$ cat src/rtl/medidor_pkg.sv
// Shared definitions for the HC-SR04 distance meter.
// Holds the FSM state encoding (also exported on db_estado), the BCD digit
// width, the saturation value of the 3-digit centimetre counter and a
// helper that adds one to a 3-digit packed BCD number.
package medidor_pkg;

  localparam int          DIGITO_W     = 4;
  localparam logic [11:0] BCD_SATURADO = 12'h999;

  typedef enum logic [3:0] {
    INICIAL     = 4'd0,
    PREPARA     = 4'd1,
    TRIGGER     = 4'd2,
    ESPERA_ECHO = 4'd3,
    MEDE        = 4'd4,
    ARMAZENA    = 4'd5,
    FINAL       = 4'd6
  } estado_t;

  // Adds one with decimal carry between digits. The caller must keep the
  // value below 999 because the hundreds digit is not checked here.
  function automatic logic [3*DIGITO_W-1:0] bcd_incrementa(input logic [3*DIGITO_W-1:0] v);
    logic [DIGITO_W-1:0] unidade;
    logic [DIGITO_W-1:0] dezena;
    logic [DIGITO_W-1:0] centena;
    unidade = v[DIGITO_W-1:0];
    dezena  = v[2*DIGITO_W-1:DIGITO_W];
    centena = v[3*DIGITO_W-1:2*DIGITO_W];
    if (unidade == DIGITO_W'(9)) begin
      unidade = '0;
      if (dezena == DIGITO_W'(9)) begin
        dezena  = '0;
        centena = centena + DIGITO_W'(1);
      end else begin
        dezena = dezena + DIGITO_W'(1);
      end
    end else begin
      unidade = unidade + DIGITO_W'(1);
    end
    return {centena, dezena, unidade};
  endfunction

endpackage

$ cat src/rtl/medidor_distancia_hcsr04_if.sv
// Signal bundle between the turret controller / sensor pins and the
// distance meter.
//   medir        start request (controller -> meter)
//   echo         raw sensor echo (sensor -> meter)
//   trigger      sensor trigger pulse (meter -> sensor)
//   medida       distance in cm, BCD {centena,dezena,unidade}
//   pronto       one-cycle completion pulse
//   erro_timeout measurement timed out (valid with pronto)
//   db_estado    current FSM state code
// master: the side driving medir/echo; slave: the meter itself.
interface medidor_distancia_hcsr04_if;
  logic        medir;
  logic        echo;
  logic        trigger;
  logic [11:0] medida;
  logic        pronto;
  logic        erro_timeout;
  logic [3:0]  db_estado;

  modport master (
    output medir, echo,
    input  trigger, medida, pronto, erro_timeout, db_estado
  );

  modport slave (
    input  medir, echo,
    output trigger, medida, pronto, erro_timeout, db_estado
  );
endinterface

$ cat src/rtl/contador_cm_bcd.sv
// Converts echo-high clock cycles into rounded centimetres.
// A tick divider, preloaded with half a centimetre's worth of clocks, wraps
// every CICLOS_POR_CM enabled clocks; each wrap adds one to a 3-digit BCD
// counter that saturates at 999.  Result = floor((n + C/2) / C).
// Ports: clock, reset (async active-low), clear (zero the BCD counter),
// preload (load divider with C/2), enable (count this clock), valor (BCD).
module contador_cm_bcd
  import medidor_pkg::*;
#(
  parameter int CICLOS_POR_CM = 2941
) (
  input  logic        clock,
  input  logic        reset,
  input  logic        clear,
  input  logic        preload,
  input  logic        enable,
  output logic [11:0] valor
);

  localparam int                DIV_W    = $clog2(CICLOS_POR_CM);
  localparam logic [DIV_W-1:0]  DIV_MEIO = DIV_W'(CICLOS_POR_CM / 2);
  localparam logic [DIV_W-1:0]  DIV_TOPO = DIV_W'(CICLOS_POR_CM - 1);

  logic [DIV_W-1:0] divisor;
  logic             tick;

  assign tick = enable && (divisor == DIV_TOPO);

  always_ff @(posedge clock or negedge reset) begin
    if (!reset) begin
      divisor <= '0;
    end else if (preload) begin
      divisor <= DIV_MEIO;
    end else if (enable) begin
      divisor <= tick ? '0 : divisor + DIV_W'(1);
    end
  end

  // Saturating counter: once at 999 further ticks are dropped.
  always_ff @(posedge clock or negedge reset) begin
    if (!reset) begin
      valor <= '0;
    end else if (clear) begin
      valor <= '0;
    end else if (tick && (valor != BCD_SATURADO)) begin
      valor <= bcd_incrementa(valor);
    end
  end

endmodule

$ cat src/rtl/medidor_distancia_hcsr04.sv
// HC-SR04 ultrasonic distance meter.
// On medir: pulse trigger for TRIGGER_CICLOS clocks, wait for a rising edge
// of the synchronized echo, time its high phase, convert to rounded cm in
// BCD and pulse pronto.
// Ports: clock, reset (async active-low), bus (medidor_distancia_hcsr04_if
// slave: medir, echo in; trigger, medida, pronto, erro_timeout, db_estado out).
// Optional macro HCSR04_TIMEOUT_EN adds a TIMEOUT_CICLOS watchdog on the echo
// wait and the echo high time; without it erro_timeout is tied low.
module medidor_distancia_hcsr04
  import medidor_pkg::*;
#(
  parameter int TRIGGER_CICLOS = 500,
  parameter int CICLOS_POR_CM  = 2941
`ifdef HCSR04_TIMEOUT_EN
  , parameter int TIMEOUT_CICLOS = 1_500_000
`endif
) (
  input logic                        clock,
  input logic                        reset,
  medidor_distancia_hcsr04_if.slave  bus
);

  localparam int                TRIG_W      = $clog2(TRIGGER_CICLOS + 1);
  localparam logic [TRIG_W-1:0] TRIG_ULTIMO = TRIG_W'(TRIGGER_CICLOS - 1);

  estado_t           estado;
  logic [TRIG_W-1:0] trig_cnt;
  logic              echo_meta;
  logic              echo_sinc;
  logic              echo_ant;
  logic              echo_subida;
  logic              trigger_q;
  logic              pronto_q;
  logic [11:0]       medida_q;
  logic [11:0]       valor_bcd;
  logic              wd_estouro;

  // Two-flop synchronizer plus one delayed copy for edge detection.
  always_ff @(posedge clock or negedge reset) begin
    if (!reset) begin
      echo_meta <= 1'b0;
      echo_sinc <= 1'b0;
      echo_ant  <= 1'b0;
    end else begin
      echo_meta <= bus.echo;
      echo_sinc <= echo_meta;
      echo_ant  <= echo_sinc;
    end
  end

  assign echo_subida = echo_sinc && !echo_ant;

`ifdef HCSR04_TIMEOUT_EN
  localparam int              WD_W      = $clog2(TIMEOUT_CICLOS + 1);
  localparam logic [WD_W-1:0] WD_ULTIMO = WD_W'(TIMEOUT_CICLOS - 1);

  logic [WD_W-1:0] wd_cnt;
  logic            erro_q;

  // Watchdog restarts from zero on entry to ESPERA_ECHO (it idles at zero
  // beforehand) and again on the echo edge that enters MEDE.
  always_ff @(posedge clock or negedge reset) begin
    if (!reset) begin
      wd_cnt <= '0;
    end else if ((estado == ESPERA_ECHO && !echo_subida) || estado == MEDE) begin
      wd_cnt <= wd_cnt + WD_W'(1);
    end else begin
      wd_cnt <= '0;
    end
  end

  assign wd_estouro       = (wd_cnt == WD_ULTIMO);
  assign bus.erro_timeout = erro_q;
`else
  assign wd_estouro       = 1'b0;
  assign bus.erro_timeout = 1'b0;
`endif

  // Measurement sequencer; trigger, pronto and medida are registered here
  // so each output is asserted exactly for the cycles spent in its state.
  always_ff @(posedge clock or negedge reset) begin
    if (!reset) begin
      estado    <= INICIAL;
      trig_cnt  <= '0;
      trigger_q <= 1'b0;
      pronto_q  <= 1'b0;
      medida_q  <= '0;
`ifdef HCSR04_TIMEOUT_EN
      erro_q    <= 1'b0;
`endif
    end else begin
      pronto_q <= 1'b0;
      case (estado)
        INICIAL: begin
          if (bus.medir) estado <= PREPARA;
        end
        PREPARA: begin
          trig_cnt  <= '0;
          trigger_q <= 1'b1;
          estado    <= TRIGGER;
`ifdef HCSR04_TIMEOUT_EN
          erro_q    <= 1'b0;
`endif
        end
        TRIGGER: begin
          if (trig_cnt == TRIG_ULTIMO) begin
            trigger_q <= 1'b0;
            estado    <= ESPERA_ECHO;
          end else begin
            trig_cnt <= trig_cnt + TRIG_W'(1);
          end
        end
        ESPERA_ECHO: begin
          if (echo_subida) begin
            estado <= MEDE;
          end else if (wd_estouro) begin
            estado   <= FINAL;
            pronto_q <= 1'b1;
`ifdef HCSR04_TIMEOUT_EN
            erro_q   <= 1'b1;
`endif
          end
        end
        MEDE: begin
          if (!echo_sinc) begin
            estado <= ARMAZENA;
          end else if (wd_estouro) begin
            estado   <= FINAL;
            pronto_q <= 1'b1;
`ifdef HCSR04_TIMEOUT_EN
            erro_q   <= 1'b1;
`endif
          end
        end
        ARMAZENA: begin
          medida_q <= valor_bcd;
          pronto_q <= 1'b1;
          estado   <= FINAL;
        end
        FINAL: begin
          estado <= INICIAL;
        end
        default: begin
          estado <= INICIAL;
        end
      endcase
    end
  end

  contador_cm_bcd #(
    .CICLOS_POR_CM(CICLOS_POR_CM)
  ) u_contador (
    .clock  (clock),
    .reset  (reset),
    .clear  (estado == PREPARA),
    .preload(estado == PREPARA),
    .enable (estado == MEDE),
    .valor  (valor_bcd)
  );

  assign bus.trigger   = trigger_q;
  assign bus.pronto    = pronto_q;
  assign bus.medida    = medida_q;
  assign bus.db_estado = estado;

endmodule

$ cat src/flat_wrapper.sv
// flat-port wrapper written by rule: the top's interface ports become plain ports
module medidor_distancia_hcsr04_flat import medidor_pkg::*;
#(
  parameter int TRIGGER_CICLOS = 500,
  parameter int CICLOS_POR_CM  = 2941

)
  (clock, reset, bus_medir, bus_echo, bus_trigger, bus_medida, bus_pronto, bus_erro_timeout, bus_db_estado);
  medidor_distancia_hcsr04_if bus_i ();
  input logic clock;
  input logic reset;
  input wire logic [$bits(bus_i.medir)-1:0] bus_medir;
  input wire logic [$bits(bus_i.echo)-1:0] bus_echo;
  output wire logic [$bits(bus_i.trigger)-1:0] bus_trigger;
  output wire logic [$bits(bus_i.medida)-1:0] bus_medida;
  output wire logic [$bits(bus_i.pronto)-1:0] bus_pronto;
  output wire logic [$bits(bus_i.erro_timeout)-1:0] bus_erro_timeout;
  output wire logic [$bits(bus_i.db_estado)-1:0] bus_db_estado;
  assign bus_i.medir = bus_medir;
  assign bus_i.echo = bus_echo;
  assign bus_trigger = bus_i.trigger;
  assign bus_medida = bus_i.medida;
  assign bus_pronto = bus_i.pronto;
  assign bus_erro_timeout = bus_i.erro_timeout;
  assign bus_db_estado = bus_i.db_estado;
  medidor_distancia_hcsr04 #(.TRIGGER_CICLOS(TRIGGER_CICLOS), .CICLOS_POR_CM(CICLOS_POR_CM)) u_core (.clock(clock), .reset(reset), .bus(bus_i));
endmodule
$ cat config.mk
export PLATFORM = sky130hd
export DESIGN_NAME = medidor_distancia_hcsr04_flat
export DESIGN_NICKNAME = d
export VERILOG_FILES = /design/src/rtl/medidor_pkg.sv /design/src/rtl/medidor_distancia_hcsr04_if.sv /design/src/rtl/contador_cm_bcd.sv /design/src/rtl/medidor_distancia_hcsr04.sv /design/src/flat_wrapper.sv
export SDC_FILE = /design/constraint.sdc
export NUM_CORES = 1
export LEC_CHECK = 0
export CAP_MARGIN = 25
export CELL_PAD_IN_SITES_DETAIL_PLACEMENT = 0
export CELL_PAD_IN_SITES_GLOBAL_PLACEMENT = 1
export CORE_MARGIN = 10
export CORE_UTILIZATION = 36
export CTS_BUF_LIST = sky130_fd_sc_hd__clkbuf_16
export DETAILED_ROUTE_END_ITERATION = 6
export GPL_ROUTABILITY_DRIVEN = 0
export PLACE_DENSITY = 0.69
export SLEW_MARGIN = 20
export SYNTH_ARGS = -nofsm -noshare
export SYNTH_HDL_FRONTEND = slang
export SYNTH_SLANG_ARGS = --single-unit
$ cat constraint.sdc
create_clock -name clock -period 5.6 [get_ports clock]
set_input_delay 0.56 -clock clock [delete_from_list [all_inputs] [get_ports clock]]
set_output_delay 0.56 -clock clock [all_outputs]
set_load 0.005 [all_outputs]
After elaboration in Yosys (flattened, before gate mapping). Index checks and enable logic that the tools add are counted.

Equal/unequal tests: 15. Mux-type cells: 20. Reduce and logical (&&, ||, !) cells: 15. $add $sub $neg: 5. Bitwise operators: 0. Order comparisons: 0. Shifts and indexed selects: 0. Div/mod/pow operators: 0. $mul: 0.

Operators by type and width (count): two-way mux 12 bit (5); two-way mux 4 bit (9); case mux 4 bit (6 select lines) (1); case mux 9 bit (2 select lines) (1); adder 12 x 1 -> 12 bit, second input constant (1); adder 4 x 1 -> 4 bit, second input constant (3); equality test 12 bit, second input constant (1); inequality test 12 bit, second input constant (1); nonzero test 2 bit (5); adder 9 x 1 -> 9 bit, second input constant (1); equality test 9 bit, second input constant (1); two-way mux 9 bit (1); equality test 4 x 2 -> 1 bit, second input constant (2); equality test 4 x 3 -> 1 bit, second input constant (2); equality test 4 bit, second input constant (2); inequality test 2 bit, second input constant (3); AND reduction 2 bit (3); equality test 4 x 1 -> 1 bit, second input constant (1); logical NOT 4 bit (1); inequality test 2 x 1 -> 1 bit, second input constant (2); AND reduction 4 bit (1); logical AND 1 bit (3); AND reduction 3 bit (1); two-way mux 1 bit (2); 2 further kinds (2).

Bits in registers: 54. Input bits: 4. Latch bits: 0. Memories kept: 0. Word-level logic and storage cells: 67. Bits in writable memories: 0. Output and inout port bits: 19. Bits in read-only memories: 0.

Depth between registers and ports, before layout.
Depth in word-level cells: 5. Depth in mapped cells: 7. Mapped depth without buffers: 6.

Modules after synthesis. From an unflattened synthesis, not the netlist that was laid out.

Cells, all modules: 261. Area, all modules: 2701.3 um^2.

By module, submodules not included: contador_cm_bcd (seq. area each 600.6 um^2, cells an instance 151, area an instance 1426.4 um^2, times used 1); medidor_distancia_hcsr04 (seq. area each 725.7 um^2, cells an instance 110, area an instance 1275.0 um^2, times used 1).

Worst setup path after synthesis. No wires, ideal clock.

Path type: reg-to-reg. From: register u_core.estado[1], in the netlist u_core.bus.db_estado[1]. To: register u_core.u_contador.valor[5]. Data required time: 5.522 ns. Stages on the path, launching flop included: 7. Arrival time: 2.149 ns. Path slack: 3.373 ns. Clock period less this slack: 2.227 ns. Library setup time: 0.078 ns. Buffers on the path: 2. Cell sequence: dfrtp_1 or3b_1 buf_2 or4_4 buf_6 or4_1 a21oi_1.

Longest elaborated chain between the ends: 5. Elaborated cells on any way between the ends: 8. Those cells by class: 2 x eq/ne; 1 x mux; 5 x reduce/logical.

Ends and longest elaborated chain: start, declared (RTL line medidor_distancia_hcsr04.sv:26) `estado_t estado;`; start signal, assigned (RTL line medidor_distancia_hcsr04.sv:83) `estado <= INICIAL;`; start signal, assigned (RTL line medidor_distancia_hcsr04.sv:95) `if (bus.medir) estado <= PREPARA;`; start signal, assigned (RTL line medidor_distancia_hcsr04.sv:100) `estado <= TRIGGER;`; equality test 4 x 3 -> 1 bit (RTL line medidor_distancia_hcsr04.sv:157) `.enable (estado == MEDE),`; logical AND 1 bit (RTL line contador_cm_bcd.sv:27) `assign tick = enable && (divisor == DIV_TOPO);`; logical AND 1 bit (RTL line contador_cm_bcd.sv:45) `end else if (tick && (valor != BCD_SATURADO)) begin`; nonzero test 2 bit (no source line); AND reduction 2 bit (no source line); end signal, assigned (RTL line contador_cm_bcd.sv:46) `valor <= bcd_incrementa(valor);`; end, declared (RTL line contador_cm_bcd.sv:17) `output logic [11:0] valor`.

Parallel ways exist; a longest one is shown, timed or not. A chain may end at the register's enable or synchronous reset.

Final worst setup path. Same ends and word-level chain as after synthesis.

==> results summary <==
The run finished with clean final reports. The area of the multi-input gates came out at about 1200 um2. The endpoint required time on the critical path came out at approximately 5.8 ns. The number of global-route vias before repair was 1968. Using the TritonRoute via totals, the vias-per-cell ratio works out to 5.303. The class of the tightest hold or removal check is register to register.

The predominant post-synthesis flop cell is sky130_fd_sc_hd__dfrtp_1. The synthesized flop and latch total came out at 53. Counting every sink on the clock net gives between 50 and 60.

The global-route usage over all layers came out at 10.21%. The power density over the cells is 223.3 nW/um2. Yosys instantiated no cell more often than sky130_fd_sc_hd__dfrtp_1. The total area of sequential cells is 1326 um2.

The maximum operating frequency came out at between 400 and 500 MHz. The largest total area in the synthesized netlist belongs to sky130_fd_sc_hd__dfrtp_1. The post-cts resize count came out at 0. In this run the vertical extent of the chip is 105.9 um. The total overflow reported by the global router is 0. The number of hold buffers added after cts is 0. The maximum net fanout on the critical path came out at 22. Counting flops with a built-in enable in the synthesized netlist gives 0. The number of primary I/O pins is 23. Ranked by total cell area, the synthesized netlist is headed by sky130_fd_sc_hd__dfrtp_1, sky130_fd_sc_hd__ha_1, sky130_fd_sc_hd__mux2_2, sky130_fd_sc_hd__o21ai_0, sky130_fd_sc_hd__a21oi_1. The length of the first detailed-routing pass in iterations came out at 4. The clock latency at the later pin of the worst-skew pair came out at 0.29 ns. The width of the die is approximately 110 um. The number of H-tree levels came out at 2. The post-synthesis instance area is 2659 um2. The initial utilization of the core area, before any placement, comes to approximately 37%. After synthesis, the most frequently instantiated cells are sky130_fd_sc_hd__dfrtp_1, sky130_fd_sc_hd__o21ai_0, sky130_fd_sc_hd__nand2_1. The net count of the finished layout came out at 289.

The synthesized design devotes to its leading area cell type 49.88% of total area. The number of setup buffers added after CTS is 0. The data arrival time of the worst path came out at 2.69 ns.

In the final layout, the share of cells above drive strength 1 is 10.11%. The first-pass GRT wire length is 9694 um. Setup repair after global routing left no endpoint under its margin. The post-layout minimum cycle time is 2.476 ns. The final-report setup violation count is 0. The remaining max-slew budget at the tightest pin came out at 29.75%. The TritonCTS buffer count is 5. The count of unique library cells instantiated by Yosys came out at 48.

At the pin with the least slew margin, the transition time is around 1.0 ns. The count of nets left with antenna violations after detail routing is 0. The share of synthesized registers carrying an async set or reset came out at 100.0%. In this run the critical register-to-register path is launched from u_core.bus.db_estado[1]$_DFFE_PN0P_. The maximum count of clock buffers along a single path came out at 2. Detailed placement ended at an HPWL of approximately 3700 um. The core region area is ~7200 um2. The hold violation count in the final report is 0.

The total die area is between 10000 and 15000 um2. The number of max-cap violations came out at 0. The number of antenna violations at the first check in global routing came out at 0. The clock slew at the register clock pins of the worst setup and hold paths is 0.07 ns. The first routing iteration left 136 violations. Dividing the final minimum period by the clock period gives 44.22%. The tree is rooted in a sky130_fd_sc_hd__clkbuf_16. Summed over all cells, the static leakage comes to 1.257 nW. The maximum ir drop on the vdd rail is 0.1091 mV. STA classifies the critical path startpoint as a register. The number of standard-cell rows in the floorplan is 31. The startpoint of the worst hold path is u_core.echo_meta$_DFF_PN0_. Sequential cells were found to cover 49.88% of the synthesized design area.

The number of I/O port buffers is 20. The number of fillers in the final layout came out at ~730. The final max-slew violation count came out at 0. In the final routed layout, each cell accounts on average for 14.71 um. The count of vias placed by the detailed router is around 2000. The critical path capture point type is a register. The worst hold slack is approximately 0.35 ns. The final worst clock skew came out at 0.004144 ns.

The routed wire length came out at 5531 um. The clock tree from TritonCTS is done. The sum of negative setup slack is 0 ns. The cell count after synthesis came out at 259. The worst setup path is of the register to register kind. Tracing the worst setup path back leads to its startpoint at u_core.bus.db_estado[1]$_DFFE_PN0P_. The DRC violations left is 0.

The average instance in the mapped netlist occupies about 10 um2. The yosys synthesis warning count came out at 0. The count of antenna diodes in the layout is 0.

The area overhead of the layout relative to synthesis came out at 15.76%. The pin count of the biggest net entering global routing came out at 54.
==> worst paths after layout <==
| check | depth (start not counted) | end | slack [ns] |
|---|---|---|---|
| max | 4 | u_core.u_contador.valor[5]$_DFFE_PN0P_ | 3.12 |
| min | 0 | u_core.echo_sinc$_DFF_PN0_ | 0.35 |
| max reg2reg | 4 | u_core.u_contador.valor[5]$_DFFE_PN0P_ | 3.12 |
| min reg2reg | 0 | u_core.echo_sinc$_DFF_PN0_ | 0.35 |
| max in group asynchronous | 2 | u_core.u_contador.divisor[3]$_DFFE_PN0P_ | 4.76 |
| min in group asynchronous | 2 | u_core.bus.medida[1]$_DFFE_PN0P_ | 0.39 |
==> final cells by class <==
cell class / count / area share [%]
flip-flops and latches: 53 / 43.09
multi-input cells: 184 / 40.45
repair buffers: 22 / 6.748
clock buffers: 5 / 4.065
well taps: 99 / 4.024
inverters: 10 / 1.220
clock inverters: 3 / 0.4065
==> kinds of logic (layout without fill, tap and decap cells) <==
| family | count (synthesis) | in the layout | synth area share, % |
|---|---|---|---|
| buffers and inverters | 23 | 40 | 3.859 |
| other | 1 | 2 | 0.1410 |
| xor gates and xnor gates | 7 | 7 | 2.306 |
| and+or+nand+nor | 91 | 91 | 19.67 |
| AOI/OAI and AO/OA | 63 | 63 | 14.92 |
| muxes | 12 | 12 | 4.988 |
| DFF | 53 | 53 | 49.88 |
| adders and majority gates | 9 | 9 | 4.235 |
==> worst max-delay path: stages (launching register included) <==
cell                      delay (ns)
sky130_fd_sc_hd__dfrtp_1        0.52
sky130_fd_sc_hd__or3b_1         0.54
sky130_fd_sc_hd__or4_4          0.65
sky130_fd_sc_hd__or4_1          0.54
sky130_fd_sc_hd__a21oi_1        0.15
==> metal layers <==
layer	GRT usage, %	vias to the layer above	wire [um]
met5	0	-	0
met1	13.34	978	2604
met3	2.476	6	224
met2	16.17	31	2615
met4	3.482	0	87
li1	-	979	-
==> cell usage in the layout (no fill, tap or decap), drive strengths merged, types with 6 or more instances in the layout <==
| master | Yosys | layout |
|---|---|---|
| or4 | 6 | 6 |
| nand4 | 6 | 6 |
| clkdlybuf4s50 | 0 | 19 |
| or3 | 6 | 6 |
| a21oi | 15 | 15 |
| nand2 | 18 | 18 |
| nand3 | 14 | 14 |
| clkbuf | 9 | 6 |
| xor2 | 6 | 6 |
| dfrtp | 53 | 53 |
| nor2 | 10 | 10 |
| inv | 10 | 10 |
| ha | 9 | 9 |
| o21ai | 21 | 21 |
| mux2 | 10 | 10 |
==> registers in the layout, indices dropped and copies added (netlist names) <==
signal	flops
u_core.u_contador.divisor	12
u_core.trig_cnt	9
u_core.echo_meta	1
u_core.bus.db_estado	3
u_core.bus.trigger	1
u_core.echo_sinc	1
u_core.u_contador.valor	12
u_core.echo_ant	1
u_core.bus.medida	12
u_core.bus.pronto	1
==> power by group <==
group | internal [W] | switching (W)
combinational | 0.00000208 | 0.00000809
sequential | 0.000384 | 0.000000417
clock | 0.000162 | 0.000131
total | 0.000548 | 0.000140
==> metrics by stage <==
step	setup slack [ns]	std cells	cell area [um2]	total power [W]	utilization, %
6_report	3.124	376	3078	0.0006873	42.66
3_3_place_gp	3.196	367	2935	0.0004023	40.69
5_1_grt	2.998	376	3078	0.0007184	42.66
4_1_cts	3.122	375	3073	0.0006999	42.59
2_1_floorplan	3.373	260	2663	0.0003931	-
3_5_place_dp	3.148	367	2935	0.0004026	40.69
No activity file was read; power rests on OpenSTA's default activity.
